===== src/rtl/spi_pkg.sv =====
// Shared SPI definitions: frame width, mode encodings and slave FSM states.
package spi_pkg;

   localparam int SPI_DATA_W = 16;

   localparam logic [1:0] SPI_MODE0 = 2'd0;
   localparam logic [1:0] SPI_MODE1 = 2'd1;
   localparam logic [1:0] SPI_MODE2 = 2'd2;
   localparam logic [1:0] SPI_MODE3 = 2'd3;

   typedef enum logic {
      ST_IDLE  = 1'b0,
      ST_SHIFT = 1'b1
   } spi_state_e;

endpackage


===== src/rtl/spi_slave_if.sv =====
// SPI pins plus the user-side word interface of the SPI slave endpoint.
interface spi_slave_if #(parameter int DATA_W = spi_pkg::SPI_DATA_W);
   import spi_pkg::*;

   // spi_done/spi_abort are single-cycle pulses; spi_rdata is valid with spi_done and held
   // until the next one. spi_sdata is sampled in the load cycle (CS fall or the spi_done cycle).
   logic [1:0]        spi_mode;
   logic              spi_sclk;
   logic              spi_cs_n;
   logic              spi_mosi;
   logic              spi_miso;
   logic [DATA_W-1:0] spi_sdata;
   logic [DATA_W-1:0] spi_rdata;
   logic              spi_done;
   logic              spi_busy;
   logic              spi_abort;
   spi_state_e        spi_state;

   modport slave (
      input  spi_mode, spi_sclk, spi_cs_n, spi_mosi, spi_sdata,
      output spi_miso, spi_rdata, spi_done, spi_busy, spi_abort, spi_state
   );

   modport master (
      output spi_mode, spi_sclk, spi_cs_n, spi_mosi, spi_sdata,
      input  spi_miso, spi_rdata, spi_done, spi_busy, spi_abort, spi_state
   );

endinterface


===== src/rtl/spi_sync.sv =====
// N-stage flop synchronizer with asynchronous active-low reset to a chosen value.
module spi_sync #(
   parameter int   STAGES  = 2,
   parameter logic RST_VAL = 1'b0
) (
   input  logic clk_i,
   input  logic rst_ni,
   input  logic d_i,
   output logic q_o
);

   logic [STAGES-1:0] chain_q;

   always_ff @(posedge clk_i or negedge rst_ni) begin
      if (!rst_ni) begin
         chain_q <= {STAGES{RST_VAL}};
      end else begin
         chain_q <= {chain_q[STAGES-2:0], d_i};
      end
   end

   assign q_o = chain_q[STAGES-1];

endmodule


===== src/rtl/spi_slave.sv =====
// SPI slave endpoint: oversamples SCLK/CS/MOSI on sys_clk and shifts DATA_W-bit words
// MSB first in any SPI mode, delivering each word with a spi_done pulse.
module spi_slave
   import spi_pkg::*;
#(
   parameter int DATA_W      = SPI_DATA_W,
   parameter int SYNC_STAGES = 2
) (
   input logic      sys_clk,
   input logic      sys_rst_n,
   spi_slave_if.slave bus
);

   localparam int CNT_W   = $clog2(DATA_W);
   localparam int FLUSH_W = $clog2(SYNC_STAGES + 1);

   logic cs_s, sclk_s, mosi_s;

   spi_sync #(.STAGES(SYNC_STAGES), .RST_VAL(1'b1)) u_sync_cs (
      .clk_i(sys_clk), .rst_ni(sys_rst_n), .d_i(bus.spi_cs_n), .q_o(cs_s)
   );
   spi_sync #(.STAGES(SYNC_STAGES), .RST_VAL(1'b0)) u_sync_sclk (
      .clk_i(sys_clk), .rst_ni(sys_rst_n), .d_i(bus.spi_sclk), .q_o(sclk_s)
   );
   spi_sync #(.STAGES(SYNC_STAGES), .RST_VAL(1'b0)) u_sync_mosi (
      .clk_i(sys_clk), .rst_ni(sys_rst_n), .d_i(bus.spi_mosi), .q_o(mosi_s)
   );

   spi_state_e        state_q, state_d;
   logic [1:0]        mode_q, mode_d;
   logic              cs_prev_q, cs_prev_d;
   logic              sclk_prev_q, sclk_prev_d;
   logic [CNT_W-1:0]  bit_cnt_q, bit_cnt_d;
   logic [DATA_W-1:0] tx_shift_q, tx_shift_d;
   logic              tx_hold_q, tx_hold_d;
   logic [DATA_W-2:0] rx_shift_q, rx_shift_d;
   logic [DATA_W-1:0] rdata_q, rdata_d;
   logic              done_q, done_d;
   logic              abort_q, abort_d;
   logic              reload_q, reload_d;
   logic              armed_q, armed_d;
   logic [FLUSH_W-1:0] flush_cnt_q, flush_cnt_d;

   logic cpol, cpha, cs_fall, cs_rise, lead_edge, trail_edge, sample_edge, drive_edge;

   // A CS already low when reset releases must not look like a fall: loads are only
   // accepted once the chain has flushed and CS has been seen high.
   assign cs_fall = armed_q & cs_prev_q & ~cs_s;
   assign cs_rise = ~cs_prev_q & cs_s;

   assign cpol        = mode_q[1];
   assign cpha        = mode_q[0];
   assign lead_edge   = (sclk_prev_q == cpol) && (sclk_s != cpol);
   assign trail_edge  = (sclk_prev_q != cpol) && (sclk_s == cpol);
   assign sample_edge = cpha ? trail_edge : lead_edge;
   assign drive_edge  = cpha ? lead_edge : trail_edge;

   always_ff @(posedge sys_clk or negedge sys_rst_n) begin
      if (!sys_rst_n) begin
         state_q     <= ST_IDLE;
         mode_q      <= SPI_MODE0;
         cs_prev_q   <= 1'b1;
         sclk_prev_q <= 1'b0;
         bit_cnt_q   <= '0;
         tx_shift_q  <= '0;
         tx_hold_q   <= 1'b0;
         rx_shift_q  <= '0;
         rdata_q     <= '0;
         done_q      <= 1'b0;
         abort_q     <= 1'b0;
         reload_q    <= 1'b0;
         armed_q     <= 1'b0;
         flush_cnt_q <= '0;
      end else begin
         state_q     <= state_d;
         mode_q      <= mode_d;
         cs_prev_q   <= cs_prev_d;
         sclk_prev_q <= sclk_prev_d;
         bit_cnt_q   <= bit_cnt_d;
         tx_shift_q  <= tx_shift_d;
         tx_hold_q   <= tx_hold_d;
         rx_shift_q  <= rx_shift_d;
         rdata_q     <= rdata_d;
         done_q      <= done_d;
         abort_q     <= abort_d;
         reload_q    <= reload_d;
         armed_q     <= armed_d;
         flush_cnt_q <= flush_cnt_d;
      end
   end

   always_comb begin
      state_d     = state_q;
      mode_d      = mode_q;
      cs_prev_d   = cs_s;
      sclk_prev_d = sclk_s;
      bit_cnt_d   = bit_cnt_q;
      tx_shift_d  = tx_shift_q;
      tx_hold_d   = tx_hold_q;
      rx_shift_d  = rx_shift_q;
      rdata_d     = rdata_q;
      done_d      = 1'b0;
      abort_d     = 1'b0;
      reload_d    = 1'b0;
      armed_d     = armed_q;
      flush_cnt_d = flush_cnt_q;

      if (flush_cnt_q != FLUSH_W'(SYNC_STAGES)) begin
         flush_cnt_d = flush_cnt_q + FLUSH_W'(1);
      end else if (cs_s) begin
         armed_d = 1'b1;
      end

      // The next word is fetched one cycle after completion so user logic can
      // update spi_sdata in the spi_done cycle itself.
      if (reload_q) begin
         tx_shift_d = bus.spi_sdata;
      end

      case (state_q)
         ST_IDLE: begin
            if (cs_fall) begin
               state_d    = ST_SHIFT;
               mode_d     = bus.spi_mode;
               tx_shift_d = bus.spi_sdata;
               bit_cnt_d  = '0;
               tx_hold_d  = 1'b1;
            end
         end
         ST_SHIFT: begin
            if (cs_rise) begin
               state_d   = ST_IDLE;
               abort_d   = (bit_cnt_q != '0);
               bit_cnt_d = '0;
            end else if (sample_edge) begin
               rx_shift_d = {rx_shift_q[DATA_W-3:0], mosi_s};
               if (bit_cnt_q == CNT_W'(DATA_W - 1)) begin
                  rdata_d   = {rx_shift_q, mosi_s};
                  done_d    = 1'b1;
                  bit_cnt_d = '0;
                  tx_hold_d = 1'b1;
                  reload_d  = 1'b1;
               end else begin
                  bit_cnt_d = bit_cnt_q + CNT_W'(1);
                  if (!cpha) begin
                     tx_hold_d = 1'b0;
                  end
               end
            end else if (drive_edge) begin
               if (tx_hold_q) begin
                  if (cpha) begin
                     tx_hold_d = 1'b0;
                  end
               end else begin
                  tx_shift_d = {tx_shift_q[DATA_W-2:0], 1'b0};
               end
            end
         end
         default: state_d = ST_IDLE;
      endcase
   end

   assign bus.spi_miso  = (state_q == ST_SHIFT) ? tx_shift_q[DATA_W-1] : 1'b0;
   assign bus.spi_rdata = rdata_q;
   assign bus.spi_done  = done_q;
   assign bus.spi_busy  = (state_q == ST_SHIFT);
   assign bus.spi_abort = abort_q;
   assign bus.spi_state = state_q;

endmodule


===== src/flat_wrapper.sv =====
// flat-port wrapper written by rule: the top's interface ports become plain ports
module spi_slave_flat import spi_pkg::*;
#(
   parameter int DATA_W      = SPI_DATA_W,
   parameter int SYNC_STAGES = 2
)
  (sys_clk, sys_rst_n, bus_spi_mode, bus_spi_sclk, bus_spi_cs_n, bus_spi_mosi, bus_spi_sdata, bus_spi_miso, bus_spi_rdata, bus_spi_done, bus_spi_busy, bus_spi_abort, bus_spi_state);
  spi_slave_if #(.DATA_W(DATA_W)) bus_i ();
  input logic sys_clk;
  input logic sys_rst_n;
  input wire logic [$bits(bus_i.spi_mode)-1:0] bus_spi_mode;
  input wire logic [$bits(bus_i.spi_sclk)-1:0] bus_spi_sclk;
  input wire logic [$bits(bus_i.spi_cs_n)-1:0] bus_spi_cs_n;
  input wire logic [$bits(bus_i.spi_mosi)-1:0] bus_spi_mosi;
  input wire logic [$bits(bus_i.spi_sdata)-1:0] bus_spi_sdata;
  output wire logic [$bits(bus_i.spi_miso)-1:0] bus_spi_miso;
  output wire logic [$bits(bus_i.spi_rdata)-1:0] bus_spi_rdata;
  output wire logic [$bits(bus_i.spi_done)-1:0] bus_spi_done;
  output wire logic [$bits(bus_i.spi_busy)-1:0] bus_spi_busy;
  output wire logic [$bits(bus_i.spi_abort)-1:0] bus_spi_abort;
  output wire logic [$bits(bus_i.spi_state)-1:0] bus_spi_state;
  assign bus_i.spi_mode = bus_spi_mode;
  assign bus_i.spi_sclk = bus_spi_sclk;
  assign bus_i.spi_cs_n = bus_spi_cs_n;
  assign bus_i.spi_mosi = bus_spi_mosi;
  assign bus_i.spi_sdata = bus_spi_sdata;
  assign bus_spi_miso = bus_i.spi_miso;
  assign bus_spi_rdata = bus_i.spi_rdata;
  assign bus_spi_done = bus_i.spi_done;
  assign bus_spi_busy = bus_i.spi_busy;
  assign bus_spi_abort = bus_i.spi_abort;
  assign bus_spi_state = bus_i.spi_state;
  spi_slave #(.DATA_W(DATA_W), .SYNC_STAGES(SYNC_STAGES)) u_core (.sys_clk(sys_clk), .sys_rst_n(sys_rst_n), .bus(bus_i));
endmodule

===== config.mk =====
export PLATFORM = sky130hd
export DESIGN_NAME = spi_slave_flat
export DESIGN_NICKNAME = d
export VERILOG_FILES = /design/src/rtl/spi_pkg.sv /design/src/rtl/spi_slave_if.sv /design/src/rtl/spi_sync.sv /design/src/rtl/spi_slave.sv /design/src/flat_wrapper.sv
export SDC_FILE = /design/constraint.sdc
export NUM_CORES = 1
export LEC_CHECK = 0
export BUFFER_PORTS_ARGS = -buffer_cell sky130_fd_sc_hd__buf_2
export CAP_MARGIN = 30
export CORE_MARGIN = 8
export CORE_UTILIZATION = 31
export CTS_BUF_LIST = sky130_fd_sc_hd__clkbuf_4
export DETAILED_ROUTE_END_ITERATION = 7
export MAX_ROUTING_LAYER = met4
export PLACE_DENSITY = 0.5
export SLEW_MARGIN = 20
export SYNTH_ARGS = -nofsm -noshare
export SYNTH_HDL_FRONTEND = slang
export SYNTH_SLANG_ARGS = --single-unit

===== constraint.sdc =====
create_clock -name sys_clk -period 3.2 [get_ports sys_clk]
set_clock_uncertainty 0.05 [all_clocks]
set_input_delay 0.48 -clock sys_clk [delete_from_list [all_inputs] [get_ports sys_clk]]
set_output_delay 0.48 -clock sys_clk [all_outputs]
set_load 0.01 [all_outputs]

* Word-level counts from Yosys, hierarchy flattened
Index checks and enable logic that the tools add are counted.
Word-level totals: bits in latches 0, bits in read-only memories 0, input bits 23, word-level logic and storage cells 79, flip-flop bits (word level) 68, memories 0, bits in writable memories 0
Operators by class: $lt $le $gt $ge 0, add/subtract/negate cells 2, bitwise operators 8, shifts and indexed selects 0, muxes and demuxes 33, reductions and logical operators 9, multipliers 0, eq/ne operators 11, divide/modulo/power cells 0
Operators with widths (number):
- 2-to-1 mux 16 bit | 6
- case mux 16 bit (2 select lines) | 1
- 2-to-1 mux 1 bit | 19
- 2-to-1 mux 4 bit | 4
- case mux 4 bit (2 select lines) | 1
- AND reduction 4 bit | 2
- inequality test 3 bit, second input constant | 2
- AND reduction 2 bit | 3
- NOT 1 bit | 5
- adder 4 x 1 -> 4 bit, second input constant | 1
- equality test 4 bit, second input constant | 1
- inequality test 2 bit, second input constant | 2
- inequality test 4 bit, second input constant | 1
- case mux 1 bit (2 select lines) | 2
- nonzero test 4 bit | 1
- AND 1 bit | 3
- AND reduction 3 bit | 1
- adder 2 x 1 -> 2 bit, second input constant | 1
- equality test 1 bit | 2
- logical AND 1 bit | 2
- inequality test 1 bit | 2
- inequality test 2 x 1 -> 1 bit, second input constant | 1

* Depth between registers and ports, before layout
depth after elaboration 7, depth in mapped cells 6, mapped depth without buffers 5

* By module
A second synthesis with hierarchy kept.
Second synthesis, totals: cells, all modules 265, area, all modules 3239.4 um2
Modules (own cells, without submodules):
- spi_slave | sequential area each 1552.7 um2, times used 1, area each 3086.7 um2, cells an instance 259
- spi_sync at u_core.u_sync_mosi ... | sequential area each 50.0 um2, times used 2, area each 50.0 um2, cells an instance 2
- spi_sync at u_core.u_sync_cs | sequential area each 52.6 um2, times used 1, area each 52.6 um2, cells an instance 2

* Worst setup path before layout
OpenSTA, ideal clock, no wires.
path type reg-to-reg, start point register u_core.cs_prev_q, end point register u_core.rdata_q[10] (netlist: u_core.bus.spi_rdata[10]), arrival 1.741 ns, cell stages (with the launch flop) 6, path buffers 1, period minus slack after synthesis 1.916 ns, setup slack 1.284 ns, cells stage by stage dfstp_2 > nand2b_1 > nand2_1 > nor3_4 > buf_12 > mux2_4
Between the ends: longest elaborated chain between the ends 4
RTL lines:
- start: declaration | RTL line spi_slave.sv:31 | logic cs_prev_q, cs_prev_d;
- start signal: assignment | RTL line spi_slave.sv:77 | cs_prev_q <= cs_prev_d;
- NOT 1 bit | RTL line spi_slave.sv:49 | assign cs_rise = ~cs_prev_q & cs_s;
- AND 1 bit | RTL line spi_slave.sv:49
- NOT 1 bit (no line)
- AND reduction 4 bit (no line)
- end signal: assignment | RTL line spi_slave.sv:83 | rdata_q <= rdata_d;
- end: declaration | RTL line spi_slave.sv:37 | logic [DATA_W-1:0] rdata_q, rdata_d;
Every way passes these cells. A chain may end at the register's enable or synchronous reset.

* Worst setup path after layout
start point register u_core.mode_q[1], end point register u_core.tx_shift_q[11]
Between the ends: longest elaborated chain between the ends 7, elaborated cells on any way between the ends 12, those cells by class 4 x eq/ne; 6 x mux; 2 x reduce/logical
RTL lines:
- start: declaration | RTL line spi_slave.sv:30 | logic [1:0] mode_q, mode_d;
- start signal: assignment | RTL line spi_slave.sv:76 | mode_q <= mode_d;
- inequality test 1 bit, or another cell as far along | RTL line spi_slave.sv:54 | assign trail_edge = (sclk_prev_q != cpol) && (sclk_s == cpol);
- logical AND 1 bit, on equally long branches | RTL line spi_slave.sv:54, spi_slave.sv:53
- 2-to-1 mux 1 bit | RTL line spi_slave.sv:56 | assign drive_edge = cpha ? lead_edge : trail_edge;
- 2-to-1 mux 16 bit | RTL line spi_slave.sv:149 | end else if (drive_edge) begin
- 2-to-1 mux 16 bit * | RTL line spi_slave.sv:135 | end else if (sample_edge) begin
- 2-to-1 mux 16 bit * | RTL line spi_slave.sv:131 | if (cs_rise) begin
- case mux 16 bit (2 select lines) * | RTL line spi_slave.sv:120 | case (state_q)
- via u_core.tx_shift_d[11] | RTL line spi_slave.sv:34 | logic [DATA_W-1:0] tx_shift_q, tx_shift_d;
- end signal: assignment | RTL line spi_slave.sv:80 | tx_shift_q <= tx_shift_d;
- end: declaration | RTL line spi_slave.sv:34
The timed path passes the listed nets; every way through them passes the cells marked *.

==> results.yml <==
status:
  status: "complete, no violations"
floorplanning:
  die_x_um: 119
  die_y_um: 119
  rows: 37
  die_area_mm2: 0.0142
  io_pins: 44
  coreArea_mm2: 0.0103
  initial_core_util_pct: 31.8
finish:
  drive_gt1_share_pct: 34.2
  final_cell_mix: "65 x dfrtp_1, 43 x buf_2, 26 x mux2_2"
  diodes: 0
  area_growth_pct: 15.1
  final_common_cell: "dfrtp_1"
  final_util_pct: 36.7
  nNetsFinal: 341
power:
  leakagePower_nw: 1.72
  p_total_mw: 2.12
  power_density_mw_per_mm2: 560
  ir_drop_mv: 0.229
critical_path:
  reg2reg_depth: 5
  cpMaxStageDelayCell: "mux2i_2"
  crit_buf_inv: 1
  crit_chain: "xnor2_2 > mux2i_2 > buf_4 > o31a_1 > o2bb2ai_1"
  arrival_ns: 2.45
  max_stage_delay_ns: 0.77
  cp_data_required_time_ns: 3.47
  cp_max_fo: 15
  critPathTopFamily: "multiplexers"
  path_class: "flop to flop"
  cp.depth: 5
  startpoint_type: "flop"
  end_kind: "flop"
global_route:
  grtUsageMet2_pct: 16.2
  antenna_found_initial: 0
  grt_max_degree: 69
  use_met1_pct: 12.8
  grt_use_total_pct: 10.5
  grt_pass1_vias: 2414
  grt_first_pass_wirelength_mm: 11.8
  use_met3_pct: 3.68
  gr-total-overflow: 0
  busiest_layer: "met2"
sta:
  worst_slew_pin_slew_ns: 0.838
  grt_setup_unrepaired: "false"
  setup_violations: 0
  slew_headroom_pct: 43.0
  slew_viol_final: 0
  hold_viol_final: 0
  fin_crit_ns: 2.18
  tns_ns: 0
  post-route-period-util_pct: 68.0
  max_freq_mhz: 460
  holdWs_ns: 0.0255
routing:
  drt_wl_total_mm: 6.81
  drtAntennaViolNets: 0
  vias_per_cell: 4.89
  drt_pass1_iterations: 4
  wl_per_cell_um: 15.0
  drt_iter0_drc: 82
  drc: 0
  vias: 2227
placement:
  globalplace.congestion: 0.721
  dpl.hpwl_mm: 4.49
  io_buffers: 43
synth:
  synth-seq-cells: 68
  ys_seq_area_share_pct: 51.9
  avgSynthCellArea_um2: 12.1
  ys_async_sr_fraction_pct: 100
  syn_area_mm2: 0.00329
  syn_inst: 271
  synthTopCellsByArea: "dfrtp_1 49%, mux2_2 8.9%, mux2i_1 4.6%"
  synth_edf_count: 0
  synth_cell_types: 47
  yosysTopAreaCell: "dfrtp_1"
  yosysTopAreaCellShare_pct: 49.5
  ys.flop_type: "dfrtp_1"
  yosysWarningCount: 0
  synth_fp_nets: 297
clocking:
  hold_buffers: 0
  h-tree-depth: 3
  cts_setup_buffers: 0
  cts_buffers: 9
  cts_sinks: 68
  cts_tree: "yes"
  root_buffer: "clkbuf_4"
  max-clock-path-buffers: 2
  post_cts_resized: 0
  clk_latency_ns: 0.41
  clk_pin_slew_ns: 0.12
hold_path:
  hold_path_class: "input port to async pin"
job:
  max_cap_violations: 0
==> through the flow <==
stage / cell area (um2) / setup WS (ns) / instances
after floorplan: 3290 / 1.28 / 271
after global placement: 3640 / 1.04 / 439
after detailed placement: 3640 / 0.984 / 439
after CTS: 3770 / 0.906 / 454
after global routing: 3780 / 0.838 / 455
final: 3780 / 1.02 / 455
==> cells in the mapped netlist (3+ instances only) <==
| cell | n |
|---|---|
| nand2_1 | 7 |
| and2_1 | 3 |
| mux2_4 | 9 |
| mux2i_1 | 15 |
| a21oi_1 | 16 |
| nor3b_1 | 3 |
| o21ai_0 | 14 |
| nor2_1 | 16 |
| nor2b_1 | 3 |
| dfrtp_1 | 65 |
| o31a_1 | 12 |
| nand2b_1 | 3 |
| ha_1 | 3 |
| dfstp_2 | 3 |
| mux2_2 | 26 |
| inv_1 | 8 |
| nand3_1 | 3 |
| o2bb2ai_1 | 12 |
| buf_4 | 3 |
| clkbuf_1 | 11 |
==> routing by layer <==
metal	routed length [um]	up-vias	share of wire (%)
met5	0	-	0
met4	74	0	1.1
met3	281	9	4.1
met2	3100	40	45
met1	3360	1095	49
li1	-	1083	-
==> area by class of cell <==
class	count	area, um2
clock buffer	9	67.6
clock inverter	6	56.3
fill	1031	6540
inverter	8	30.0
multi-input combinational	177	1460
sequential	68	1710
tap	136	170
timing repair buffer	51	295
==> where the power goes <==
| part | switching (mW) | internal [mW] | total [mW] |
|---|---|---|---|
| Sequential | 0.109 | 1.00 | 1.11 |
| Clock | 0.302 | 0.226 | 0.529 |
| Combinational | 0.231 | 0.250 | 0.481 |
==> cell families (layout without fill, tap and decap cells) <==
| family | after synthesis | after routing | share of synthesized area [%] |
|---|---|---|---|
| simple gates | 47 | 47 | 8.03 |
| compound gates | 74 | 74 | 16.1 |
| mux | 51 | 51 | 18.3 |
| fa+ha+maj | 3 | 3 | 1.14 |
| buf+inv | 26 | 74 | 3.84 |
| xor+xnor | 2 | 2 | 0.762 |
| flops | 68 | 68 | 51.9 |
==> final timing paths <==
| check | from | endpoint | slack (ns) |
|---|---|---|---|
| max | u_core.mode_q[1]$_DFFE_PN0P_ | u_core.tx_shift_q[11]$_DFF_PN0_ | 1.02 |
| min reg2reg | u_core.u_sync_cs.chain_q[0]$_DFF_PN1_ | u_core.u_sync_cs.chain_q[1]$_DFF_PN1_ | 0.31 |
| min in group sys_clk | bus_spi_cs_n | u_core.u_sync_cs.chain_q[0]$_DFF_PN1_ | 0.12 |
| max in group asynchronous | sys_rst_n | u_core.cs_prev_q$_DFF_PN1_ | 2.75 |
| max reg2reg | u_core.mode_q[1]$_DFFE_PN0P_ | u_core.tx_shift_q[11]$_DFF_PN0_ | 1.02 |
| min | sys_rst_n | u_core.tx_shift_q[2]$_DFF_PN0_ | 0.03 |
==> flip-flops by register name, summed over array words and instances (netlist names) <==
signal,cells
u_core.mode_q,2
u_core.u_sync_mosi.chain_q,2
u_core.u_sync_cs.chain_q,2
u_core.bit_cnt_q,4
u_core.flush_cnt_q,2
u_core.tx_hold_q,1
u_core.rx_shift_q,15
u_core.armed_q,1
u_core.bus.spi_busy,1
u_core.reload_q,1
u_core.sclk_prev_q,1
u_core.u_sync_sclk.chain_q,2
u_core.bus.spi_rdata,16
u_core.tx_shift_q,16
u_core.cs_prev_q,1
u_core.bus.spi_abort,1
(Power assumes the default switching activity.)
